[src/rtl/conv1d_sequencer.sv]
// Job sequencer for a conv1d datapath: configures it once per job, then loads weights,
// writes per-filter parameters, runs and polls the datapath, and streams out one result per filter.
module conv1d_sequencer #(
  parameter int NUM_FILTERS_W = 8,
  parameter int POLL_TIMEOUT  = 4096
) (
  input  logic                     clk,
  input  logic                     reset,
  input  logic                     start,
  input  logic                     abort,
  input  logic [NUM_FILTERS_W-1:0] num_filters,
  input  logic [31:0]              input_depth,
  input  logic [31:0]              start_x,
  input  logic [31:0]              input_offset,
  input  logic [31:0]              act_min,
  input  logic [31:0]              act_max,
  input  logic [31:0]              out_offset,
  output logic                     busy,
  output logic                     done,
  output logic                     error,
  output logic [NUM_FILTERS_W-1:0] filt_idx,
  output logic                     wload_req,
  input  logic                     wload_ack,
  output logic                     param_req,
  input  logic                     param_ack,
  input  logic [31:0]              bias,
  input  logic [31:0]              mult,
  input  logic [31:0]              shift,
  input  logic                     host_valid,
  output logic                     host_ready,
  input  logic [6:0]               host_cmd,
  input  logic [31:0]              host_inp0,
  input  logic [31:0]              host_inp1,
  output logic                     cfu_en,
  output logic [6:0]               cfu_cmd,
  output logic [31:0]              cfu_inp0,
  output logic [31:0]              cfu_inp1,
  input  logic [31:0]              cfu_ret,
  output logic                     res_valid,
  input  logic                     res_ready,
  output logic [31:0]              res_data,
  output logic [NUM_FILTERS_W-1:0] res_idx
);

  // IDLE wait start | CFG job config cmds | WLOAD host loads weights | PARAM fetch filter params
  // PWRITE write params | START kick datapath | POLL wait done | READ fetch result | OUT stream | DONE pulse
  localparam logic [3:0] S_IDLE   = 4'd0;
  localparam logic [3:0] S_CFG    = 4'd1;
  localparam logic [3:0] S_WLOAD  = 4'd2;
  localparam logic [3:0] S_PARAM  = 4'd3;
  localparam logic [3:0] S_PWRITE = 4'd4;
  localparam logic [3:0] S_START  = 4'd5;
  localparam logic [3:0] S_POLL   = 4'd6;
  localparam logic [3:0] S_READ   = 4'd7;
  localparam logic [3:0] S_OUT    = 4'd8;
  localparam logic [3:0] S_DONE   = 4'd9;

  localparam int PC_W = $clog2(POLL_TIMEOUT + 1);
  localparam logic [NUM_FILTERS_W-1:0] ONE_F = NUM_FILTERS_W'(1);

  logic [3:0]               r_state;
  logic [2:0]               r_step;
  logic [PC_W-1:0]          r_poll_cnt;
  logic [NUM_FILTERS_W-1:0] r_filt_idx;
  logic [NUM_FILTERS_W-1:0] r_num_filters;
  logic [31:0]              r_bias;
  logic [31:0]              r_mult;
  logic [31:0]              r_shift;
  logic [31:0]              r_res_data;
  logic                     r_error;
  logic                     w_host_fire;

  always_ff @(posedge clk) begin
    if (reset) begin
      r_state       <= S_IDLE;
      r_step        <= '0;
      r_poll_cnt    <= '0;
      r_filt_idx    <= '0;
      r_num_filters <= '0;
      r_bias        <= '0;
      r_mult        <= '0;
      r_shift       <= '0;
      r_res_data    <= '0;
      r_error       <= 1'b0;
    end else if (abort) begin
      r_state <= S_IDLE;
      r_step  <= '0;
    end else begin
      case (r_state)
        S_IDLE: if (start) begin
          r_error       <= 1'b0;
          r_filt_idx    <= '0;
          r_num_filters <= num_filters;
          r_step        <= '0;
          r_state       <= (num_filters == '0) ? S_DONE : S_CFG;
        end
        S_CFG: begin
          if (r_step == 3'd5) begin
            r_step  <= '0;
            r_state <= S_WLOAD;
          end else r_step <= r_step + 3'd1;
        end
        S_WLOAD: if (wload_ack) r_state <= S_PARAM;
        S_PARAM: if (param_ack) begin
          r_bias  <= bias;
          r_mult  <= mult;
          r_shift <= shift;
          r_step  <= '0;
          r_state <= S_PWRITE;
        end
        S_PWRITE: begin
          if (r_step == 3'd2) begin
            r_step  <= '0;
            r_state <= S_START;
          end else r_step <= r_step + 3'd1;
        end
        S_START: begin
          r_poll_cnt <= '0;
          r_state    <= S_POLL;
        end
        // cfu_ret in the first poll cycle answers an older command, so it is ignored
        S_POLL: begin
          if (r_poll_cnt != '0 && cfu_ret[0]) begin
            r_step  <= '0;
            r_state <= S_READ;
          end else if (r_poll_cnt == PC_W'(POLL_TIMEOUT - 1)) begin
            r_error <= 1'b1;
            r_state <= S_IDLE;
          end else r_poll_cnt <= r_poll_cnt + PC_W'(1);
        end
        S_READ: begin
          if (r_step == 3'd0) r_step <= 3'd1;
          else begin
            r_res_data <= cfu_ret;
            r_step     <= '0;
            r_state    <= S_OUT;
          end
        end
        S_OUT: if (res_ready) begin
          if (r_filt_idx == r_num_filters - ONE_F) r_state <= S_DONE;
          else begin
            r_filt_idx <= r_filt_idx + ONE_F;
            r_state    <= S_WLOAD;
          end
        end
        S_DONE:  r_state <= S_IDLE;
        default: r_state <= S_IDLE;
      endcase
    end
  end

  assign host_ready  = (r_state == S_IDLE || r_state == S_WLOAD) && !reset;
  assign w_host_fire = host_valid && host_ready;

  always_comb begin
    cfu_en   = 1'b0;
    cfu_cmd  = '0;
    cfu_inp0 = '0;
    cfu_inp1 = '0;
    case (r_state)
      S_CFG: begin
        cfu_en = 1'b1;
        case (r_step)
          3'd0:    begin cfu_cmd = 7'd3;  cfu_inp1 = input_offset; end
          3'd1:    begin cfu_cmd = 7'd5;  cfu_inp1 = input_depth;  end
          3'd2:    begin cfu_cmd = 7'd8;  cfu_inp1 = start_x;      end
          3'd3:    begin cfu_cmd = 7'd15; cfu_inp1 = act_min;      end
          3'd4:    begin cfu_cmd = 7'd16; cfu_inp1 = act_max;      end
          default: begin cfu_cmd = 7'd17; cfu_inp1 = out_offset;   end
        endcase
      end
      S_PWRITE: begin
        cfu_en = 1'b1;
        case (r_step)
          3'd0:    begin cfu_cmd = 7'd12; cfu_inp1 = r_bias;  end
          3'd1:    begin cfu_cmd = 7'd13; cfu_inp1 = r_mult;  end
          default: begin cfu_cmd = 7'd14; cfu_inp1 = r_shift; end
        endcase
      end
      S_START: begin cfu_en = 1'b1; cfu_cmd = 7'd6; end
      S_POLL:  begin cfu_en = 1'b1; cfu_cmd = 7'd9; end
      S_READ: if (r_step == 3'd0) begin
        cfu_en  = 1'b1;
        cfu_cmd = 7'd7;
      end
      default: if (w_host_fire) begin
        cfu_en   = 1'b1;
        cfu_cmd  = host_cmd;
        cfu_inp0 = host_inp0;
        cfu_inp1 = host_inp1;
      end
    endcase
  end

  assign busy      = (r_state != S_IDLE);
  assign done      = (r_state == S_DONE);
  assign error     = r_error;
  assign filt_idx  = r_filt_idx;
  assign wload_req = (r_state == S_WLOAD);
  assign param_req = (r_state == S_PARAM);
  assign res_valid = (r_state == S_OUT);
  assign res_data  = r_res_data;
  assign res_idx   = r_filt_idx;

endmodule

[config.mk]
export PLATFORM = sky130hd
export DESIGN_NAME = conv1d_sequencer
export DESIGN_NICKNAME = d
export VERILOG_FILES = /design/src/rtl/conv1d_sequencer.sv
export SDC_FILE = /design/constraint.sdc
export NUM_CORES = 1
export LEC_CHECK = 0
export BUFFER_PORTS_ARGS = -buffer_cell sky130_fd_sc_hd__buf_2
export CAP_MARGIN = 20
export CELL_PAD_IN_SITES_DETAIL_PLACEMENT = 1
export CELL_PAD_IN_SITES_GLOBAL_PLACEMENT = 2
export CORE_MARGIN = 8
export CORE_UTILIZATION = 25
export CTS_CLUSTER_DIAMETER = 40
export DETAILED_ROUTE_END_ITERATION = 6
export PLACE_DENSITY = 0.92
export SYNTH_ARGS = -nofsm -noshare
export SYNTH_HDL_FRONTEND = slang
export SYNTH_SLANG_ARGS = --single-unit
[constraint.sdc]
create_clock -name clk -period 6.3 [get_ports clk]
set_input_delay 1.26 -clock clk [delete_from_list [all_inputs] [get_ports clk]]
set_output_delay 1.26 -clock clk [all_outputs]
set_load 0.05 [all_outputs]
==> flow_summary.ini <==
[run_status]
status = finished with violations
violations = DRC

[route]
vias = 11813
post-route-drc-count = 4
viasPerCell = 5.206
final_antenna_net_count = 0
routed_wl_um = 57410
dr.pass1.iters = 7
initialDrtViolationCount = 1066
routedWlPerCell_um = 25.30

[power_and_ir_drop]
ir_drop_uv = 128.6
p_per_area_nw_per_um2 = 197.8
p_leak_nw = 5.661
power_w = 0.002618

[global_routing]
track_usage_pct = 24.07
grt_pass1_vias = 11979
grt_antenna_before_repair = 29
grt_overflow = 0
grt_pass1_wl_um = 80350
grt_max_degree = 97

[synth]
synth_warnings = 0
synth_top_cell_by_area = dfxtp_1
avgSynthCellArea_um2 = 7.489
ys.flop_type = dfxtp_1
synth_fp_nets = 1687
ys_types = 64
yosys-top-cells-count = nand2_1 (280), a21oi_1 (180), dfxtp_1 (165), nor2_1 (107), mux2i_1 (79)
ys_seq_elements = 165
async_flop_share_pct = 0
syn_inst = 1275
netlist_area_um2 = 9548
yosysMostFrequentCell = nand2_1
synth_edf_count = 0
synth_top_area_share_pct = 34.60
ys_top_cells_by_area = dfxtp_1 (35%), nand2_1 (11%), a21oi_1 (9.4%)
seq_area_frac_synth_pct = 34.60

[sta]
max_freq_mhz = 199.3
rsz0062_at_grt = false
slew_viol_final = 0
fin_hold_ws_ps = 456.0
clock_skew_ps = 14.57
worst_slew_pin_slew_ps = 1097
tns_ps = 0
relSlewSlack_pct = 26.71
setup_viol = 0
finalHoldViolations = 0
setup_ws_ps = 1284
fin_crit_sh_pct = 79.63
period_minus_slack_ps = 5016

[hold_path]
hp-class = reg -> reg
min_from = res_data[19]$_SDFFE_PP0P_
min_path_cells = 2

[place]
placed_cells = 2215
dp_slack_ps = 1454
io_buffers = 533
dpl.hpwl_um = 46710
gp_congestion = 0.9541

[setup_path]
crit_type = reg -> out
reg2reg_slack_ps = 3210
cp_max_fo = 32
critPathLaunchType = flop
r2r-start = r_step[1]$_SDFFE_PP0P_
cp-end-kind = output pin
startpoint = r_step[2]$_SDFFE_PP0P_
arrival_ps = 3760
cp.required_ps = 5040
worstRegToRegCells = 7

[clocking]
ctsRootBufferMaster = clkbuf_16
cts_tree = yes
clock-sinks = 165
htreeDepth = 4
cts_buffer_depth = 2
cts-resized-gates = 0
cts_buffers = 17
cts_hold_buf = 0
clock_latency_ps = 430
cts.clk_slew.worst_paths_ps = 80
post_cts_buffers = 0

[cells_and_area]
final_cells = 2269
areaGrowthSynthToFinish_pct = 38.62
drive_gt1_share_pct = 35.16
nets = 2137

[job]
drv_cap = 0

[floorplanning]
core_um2 = 37670
rows = 71
die_h_um = 211.4
die-area_um2 = 44700
die_w_um = 211.4
start_util_pct = 25.35
pin_count = 534
## critical path, stage by stage (launching register included)
cell      delay (ps)
dfxtp_2          600
buf_4            390
inv_1            180
ha_2             240
a21oi_4          720
a222oi_1         210
o21ai_0          400
a221o_1          280
buf_2            280
## layout by cell type, fill, tap and decap left out, drive strengths merged, types with 5 or more instances in the layout
cell type	count
nand3	17
or3	5
a211oi	35
a21oi	181
buf	551
dfxtp	165
nor4	7
nor3	10
nor2	107
o31ai	6
xnor2	8
xor2	11
ha	5
diode	20
nand2	280
and3	45
a222oi	32
mux2i	79
inv	21
clkbuf	17
a221o	32
and2	7
o21ai	41
nand2b	12
nand4	8
clkinv	8
## power breakdown
part / total, W / switching [W] / internal, W
combinational: 0.000472 / 0.000300 / 0.000172
sequential: 0.00106 / 0.0000113 / 0.00105
clock: 0.00109 / 0.000542 / 0.000547
## cell families after synthesis
family	synth area share, %
and+or+nand+nor	24.44
AOI/OAI and AO/OA	24.07
DFF	34.60
buffers and inverters	6.212
muxes	8.282
xor gates and xnor gates	1.743
adders and majority gates	0.6552
## state kept, by name (all words and copies together) (netlist names)
signal	count
r_step	3
filt_idx	8
r_state	4
r_bias	32
error	1
r_poll_cnt	13
r_shift	32
res_data	32
r_mult	32
r_num_filters	8
## path summary, 6_finish.rpt
path                                to
max                       cfu_inp1[31]
min          res_data[19]$_SDFFE_PP0P_
max reg2reg    r_state[1]$_SDFFE_PP0P_
min reg2reg  res_data[19]$_SDFFE_PP0P_
## routing by layer
metal	share of wire (%)	up-vias	GRT usage [%]
met2	49	503	40.71
met4	3.3	6	9.921
met5	0.063	-	0
met1	41	5758	29.58
met3	6.7	75	4.821
li1	-	5471	-
## metrics by stage
stage	util [%]	area, um2
final	35.14	13240
after global routing	35.12	13230
after CTS	34.92	13150
after detailed placement	33.25	12530
after global placement	33.16	12490
after floorplan	-	9548
## final cells by class
| type | instances | area (um2) |
|---|---|---|
| Inverter | 14 | 52.55 |
| Tap cell | 511 | 639.4 |
| Clock buffer | 17 | 425.4 |
| Antenna cell | 20 | 50.05 |
| Multi-Input combinational cell | 976 | 5714 |
| Fill cell | 4755 | 24430 |
| Timing Repair Buffer | 551 | 2843 |
| Clock inverter | 15 | 201.4 |
| Sequential cell | 165 | 3309 |
Note: power is estimated with default switching activity, not from simulation.
